### src/rtl/alu_op_sequencer.sv
// Expands (opcode, operand) pairs into per-cycle control words for the 8-bit adder/accumulator datapath.
// Define SEQ_FIFO_EN to put a FIFO_DEPTH-entry FIFO in front of the sequencer; otherwise a single holding register is used.
module alu_op_sequencer #(
    parameter int FIFO_DEPTH = 4
) (
    input  logic       clk,
    input  logic       rst,
    input  logic       op_valid,
    output logic       op_ready,
    input  logic [2:0] opcode,
    input  logic [7:0] operand,
    output logic [7:0] bus_data,
    output logic       nLa,
    output logic       nLb,
    output logic       Ea,
    output logic       Eu,
    output logic       sub,
    output logic       out_sel,
    input  logic       cf_in,
    input  logic       zf_in,
    output logic       cf_q,
    output logic       zf_q,
    output logic       done,
    output logic       err,
    output logic [7:0] op_count
);

    localparam logic [2:0] OP_NOP = 3'b000;
    localparam logic [2:0] OP_LDA = 3'b001;
    localparam logic [2:0] OP_ADD = 3'b010;
    localparam logic [2:0] OP_SUB = 3'b011;
    localparam logic [2:0] OP_OUT = 3'b100;

    if (FIFO_DEPTH < 2 || FIFO_DEPTH > 8 || (FIFO_DEPTH & (FIFO_DEPTH - 1)) != 0) begin : g_depth_check
        $error("FIFO_DEPTH must be a power of two in 2..8");
    end

    typedef enum logic [1:0] {IDLE, EX1, EX2, FLG} state_t;

    state_t     state;
    logic [2:0] cur_op;
    logic       take;
    logic [2:0] take_op;
    logic [7:0] take_data;

    function automatic logic is_arith(input logic [2:0] op);
        return (op == OP_ADD) || (op == OP_SUB);
    endfunction

`ifdef SEQ_FIFO_EN
    localparam int PTR_W = $clog2(FIFO_DEPTH);
    localparam logic [PTR_W:0] FULL_CNT = (PTR_W + 1)'(FIFO_DEPTH);

    logic [10:0]      mem [FIFO_DEPTH];
    logic [PTR_W-1:0] wr_ptr;
    logic [PTR_W-1:0] rd_ptr;
    logic [PTR_W:0]   count;
    logic             push;

    assign op_ready = !rst && (count != FULL_CNT);
    assign push     = op_valid && op_ready;
    assign take     = (state == IDLE) && (count != '0);
    assign {take_op, take_data} = mem[rd_ptr];

    // FIFO storage carries no reset; occupancy is tracked by count alone
    always_ff @(posedge clk) begin
        if (push) begin
            mem[wr_ptr] <= {opcode, operand};
        end
    end

    always_ff @(posedge clk) begin
        if (rst) begin
            wr_ptr <= '0;
            rd_ptr <= '0;
            count  <= '0;
        end else begin
            if (push) wr_ptr <= wr_ptr + 1'b1;
            if (take) rd_ptr <= rd_ptr + 1'b1;
            case ({push, take})
                2'b10:   count <= count + 1'b1;
                2'b01:   count <= count - 1'b1;
                default: count <= count;
            endcase
        end
    end
`else
    // Transfer and dequeue coincide: the pair goes straight into cur_op/bus_data
    assign op_ready  = !rst && (state == IDLE);
    assign take      = op_valid && op_ready;
    assign take_op   = opcode;
    assign take_data = operand;
`endif

    always_ff @(posedge clk) begin
        if (rst) begin
            state    <= IDLE;
            cur_op   <= OP_NOP;
            bus_data <= 8'h00;
            nLa      <= 1'b1;
            nLb      <= 1'b1;
            Ea       <= 1'b0;
            Eu       <= 1'b0;
            sub      <= 1'b0;
            out_sel  <= 1'b0;
            cf_q     <= 1'b0;
            zf_q     <= 1'b0;
            done     <= 1'b0;
            err      <= 1'b0;
            op_count <= 8'h00;
        end else begin
            nLa     <= 1'b1;
            nLb     <= 1'b1;
            Ea      <= 1'b0;
            Eu      <= 1'b0;
            sub     <= 1'b0;
            out_sel <= 1'b0;
            done    <= 1'b0;
            // Outputs are loaded with the control word of the state being entered
            case (state)
                IDLE: begin
                    if (take) begin
                        cur_op <= take_op;
                        case (take_op)
                            OP_LDA: begin
                                bus_data <= take_data;
                                nLa      <= 1'b0;
                                state    <= EX1;
                            end
                            OP_ADD, OP_SUB: begin
                                bus_data <= take_data;
                                nLb      <= 1'b0;
                                state    <= EX1;
                            end
                            OP_OUT: begin
                                Ea      <= 1'b1;
                                out_sel <= 1'b1;
                                state   <= EX1;
                            end
                            OP_NOP: begin
                                done  <= 1'b1;
                                state <= FLG;
                            end
                            default: begin
                                done  <= 1'b1;
                                err   <= 1'b1;
                                state <= FLG;
                            end
                        endcase
                    end
                end
                EX1: begin
                    if (is_arith(cur_op)) begin
                        Eu    <= 1'b1;
                        nLa   <= 1'b0;
                        sub   <= (cur_op == OP_SUB);
                        state <= EX2;
                    end else begin
                        done  <= 1'b1;
                        state <= FLG;
                    end
                end
                EX2: begin
                    done  <= 1'b1;
                    state <= FLG;
                end
                FLG: begin
                    op_count <= op_count + 8'd1;
                    if (is_arith(cur_op)) begin
                        cf_q <= cf_in;
                        zf_q <= zf_in;
                    end
                    state <= IDLE;
                end
                default: state <= IDLE;
            endcase
        end
    end

endmodule

### config.mk
export PLATFORM = sky130hd
export DESIGN_NAME = alu_op_sequencer
export DESIGN_NICKNAME = d
export VERILOG_FILES = /design/src/rtl/alu_op_sequencer.sv
export SDC_FILE = /design/constraint.sdc
export NUM_CORES = 1
export LEC_CHECK = 0
export ABC_AREA = 1
export CAP_MARGIN = 5
export CORE_AREA = 2 2 63 65
export CTS_CLUSTER_DIAMETER = 80
export DETAILED_ROUTE_END_ITERATION = 16
export DIE_AREA = 0 0 65 67
export GPL_TIMING_DRIVEN = 0
export PLACE_DENSITY = 0.77
export REMOVE_ABC_BUFFERS = 1
export SYNTH_ARGS = -nofsm -noshare
export SYNTH_HDL_FRONTEND = slang
export SYNTH_SLANG_ARGS = --single-unit
### constraint.sdc
create_clock -name clk -period 1.5 [get_ports clk]
set_input_delay 0.225 -clock clk [delete_from_list [all_inputs] [get_ports clk]]
set_output_delay 0.225 -clock clk [all_outputs]
set_load 0.02 [all_outputs]
==> results.json <==
{
  "drt_iter0_markers": 66,
  "crit_required_ps": 1270,
  "synth_area_mm2": 0.00141,
  "syn_inst": 188,
  "first_pass_iters": 4,
  "area_growth_pct": 40.8,
  "synth_simple_gate_area_share_pct": 31.9,
  "clk_latency_ps": 270,
  "crit_path_max_incr_delay_ps": 610,
  "port_buffers": 42,
  "cts.path.max_buffers": 2,
  "synth_commonest_cells": "37 x nand2_1, 36 x nor2_1, 30 x dfxtp_1, 23 x inv_1, 17 x nand3_1",
  "fin_crit_sh_pct": 96.4,
  "rsz0062_at_grt": "false",
  "synth_xor_area_share_pct": 0.623,
  "yosysTopAreaCell": "dfxtp_1",
  "synth.yosys.seq_area_share_pct": 42.7,
  "p_leak_nw": 0.925,
  "grt_pass1_wl_mm": 4.91,
  "top_usage_layer": "met2",
  "synthMuxAreaShare_pct": 0,
  "fin_cells": 280,
  "gp_congestion": 0.804,
  "post-place-cells": 272,
  "worst_ir_drop_vdd_mv": 0.875,
  "critPathTopFamily": "buffers and inverters",
  "synth_compound_area_share_pct": 8.55,
  "fp.dieH_um": 67,
  "cap_viol_max_count": 0,
  "cts_root_buf": "clkbuf_8",
  "avgRoutedWirePerCell_um": 10.2,
  "critPathKind": "flip-flop to output pin",
  "finalClockSkew_ps": 4.77,
  "cts.htree.levels": 2,
  "setup_ws_ps": 53.7,
  "synth_area_leaders": "dfxtp_1 43%, nand2_1 9.9%, nor2_1 9.6%, inv_1 6.1%, nand3_1 6.1%",
  "dieArea_mm2": 0.00436,
  "hold_viol": 0,
  "path_cells": "clkdlybuf4s50_1",
  "fmax_mhz": 691,
  "path_depth": 1,
  "clk_pin_slew_ps": 60,
  "path_buf_inv": 1,
  "yosys_warnings": 0,
  "dpl_cell_area_mm2": 0.00184,
  "met3_usage_pct": 4.05,
  "reg2regPathDepth": 6,
  "ys_ff_latch": 30,
  "setup_viol": 0,
  "via_per_inst": 4.54,
  "final_nets": 254,
  "synth.top_cell.area_share_pct": 42.7,
  "slew_headroom_pct": 76.7,
  "grt_pass1_vias": 1120,
  "status": "completed",
  "grt_use_met2_pct": 23.8,
  "hpwlAfterDp_mm": 2.10,
  "cts_sinks": 30,
  "place_ws_ps": -690,
  "routed_wl_mm": 2.86,
  "hp-class": "input pin to flip-flop",
  "grt_usage_pct": 14.6,
  "synth_edf_count": 0,
  "antenna_found_initial": 0,
  "synth_top_family_by_area": "simple AND/OR/NAND/NOR gates",
  "row_count": 22,
  "finish.utilization_pct": 54.9,
  "slew_violations": 0,
  "cts_hold_buf": 0,
  "synthAdderAreaFrac_pct": 5.34,
  "power.density_mw_per_mm2": 1290,
  "drc": 0,
  "start_util_pct": 39.0,
  "final_antenna_net_count": 0,
  "worstMarginPinSlew_ps": 348,
  "min_period_ps": 1450,
  "overflow": 0,
  "fin_area_mm2": 0.00198,
  "use_met1_pct": 18.2,
  "yosysUniqueCellTypes": 26,
  "design.core.area_mm2": 0.00361,
  "cts_made_buffers": 5,
  "drive_gt1_share_pct": 12.1,
  "yosysMostFrequentCell": "nand2_1",
  "n_antenna_cell": 0,
  "grt_max_degree": 14,
  "hold_depth": 2,
  "cp_max_fo": 2,
  "arrival_ps": 1220,
  "critPathLaunchType": "flip-flop",
  "avgSynthCellArea_um2": 7.47,
  "cts_tree": "done",
  "synth-main-ff-cell": "dfxtp_1",
  "die_x_um": 65,
  "vias": 1272,
  "crit_slowest_cell": "clkdlybuf4s50_1",
  "io_pins": 43,
  "tns_ps": 0,
  "synthArstFlopShare_pct": 0,
  "cp-end-kind": "output pin"
}
==> routing by layer <==
| metal | vias to the layer above | share of wire, % |
|---|---|---|
| met1 | 564 | 45 |
| met4 | 0 | 1.5 |
| met3 | 6 | 5.0 |
| met2 | 29 | 49 |
| li1 | 673 | - |
| met5 | - | 0 |
==> power by group <==
group          leakage, nW  total (W)  internal, W  switching [W]
Combinational        0.623   0.000775     0.000343       0.000432
Sequential           0.244   0.000970     0.000904      0.0000662
Clock               0.0573   0.000807     0.000530       0.000276
Total                0.925    0.00255      0.00178       0.000774
==> registers in the layout, indices dropped and copies added, names as in the netlist <==
| name | cells |
|---|---|
| bus_data | 8 |
| err | 1 |
| zf_q | 1 |
| state | 2 |
| done | 1 |
| cur_op | 3 |
| nLb | 1 |
| sub | 1 |
| nLa | 1 |
| out_sel | 1 |
| Eu | 1 |
| op_count | 8 |
| cf_q | 1 |
==> repair_timing <==
item | 4_1_cts | 5_1_grt
setup buffers | 0 | 0
gates cloned | 1 | 0
hold endpoints to repair | 0 | 0
gates resized for setup | 16 | 8
endpoints found under the setup margin | 19 | 8
==> final timing paths <==
check                                 start           to  slack [ps]
worst max-delay path            bus_data[4]  bus_data[4]          50
worst min-delay path                    rst    cur_op[2]         430
worst max register to register     state[0]  op_count[7]         200
worst min register to register    cur_op[0]          sub         460
==> cell type report <==
class,instances,area [um^2]
multi-input combinational,126,667
tap,48,60.1
clock buffer,6,82.6
clock inverter,1,30.0
timing repair buffer,42,422
timing repair inverter,1,3.75
inverter,26,108
fill,339,1630
sequential,30,606
==> cells in the final DEF (no fill, tap or decap), types with 2 or more instances in the layout <==
cell,synthesis,routed
nand2_1,37,37
nor2_1,36,36
clkdlybuf4s50_1,0,32
dfxtp_1,30,28
inv_1,23,21
nand3_1,17,17
a21oi_1,11,11
clkbuf_8,0,6
o21ai_0,4,4
ha_1,6,4
dlygate4sd2_1,0,4
dlymetal6s2s_1,0,4
inv_2,1,3
inv_4,1,2
nand4_1,2,2
nor3_1,2,2
a21oi_2,2,2
==> logic make-up (layout without fill, tap and decap cells) <==
kind of cell | Yosys count | in the layout
compound gates | 19 | 19
xor+xnor | 1 | 1
fa+ha+maj | 6 | 6
buf+inv | 32 | 76
flops | 30 | 30
simple gates | 100 | 100
==> through the flow <==
stage / total power (W) / hold slack, ps
after floorplan: 0.00144 / 287
after global placement: 0.00170 / 441
after detailed placement: 0.00172 / 440
after CTS: 0.00257 / 421
after global routing: 0.00273 / 450
final: 0.00255 / 426
==> worst reg2reg max path, delay by kind of cell, from the launching register on <==
family	cells	cell delay (ps)
adder cells (fa/ha/maj)	1	280
flip-flops	1	370
AND/OR/NAND/NOR	5	550
No activity file was read; power rests on OpenSTA's default activity.
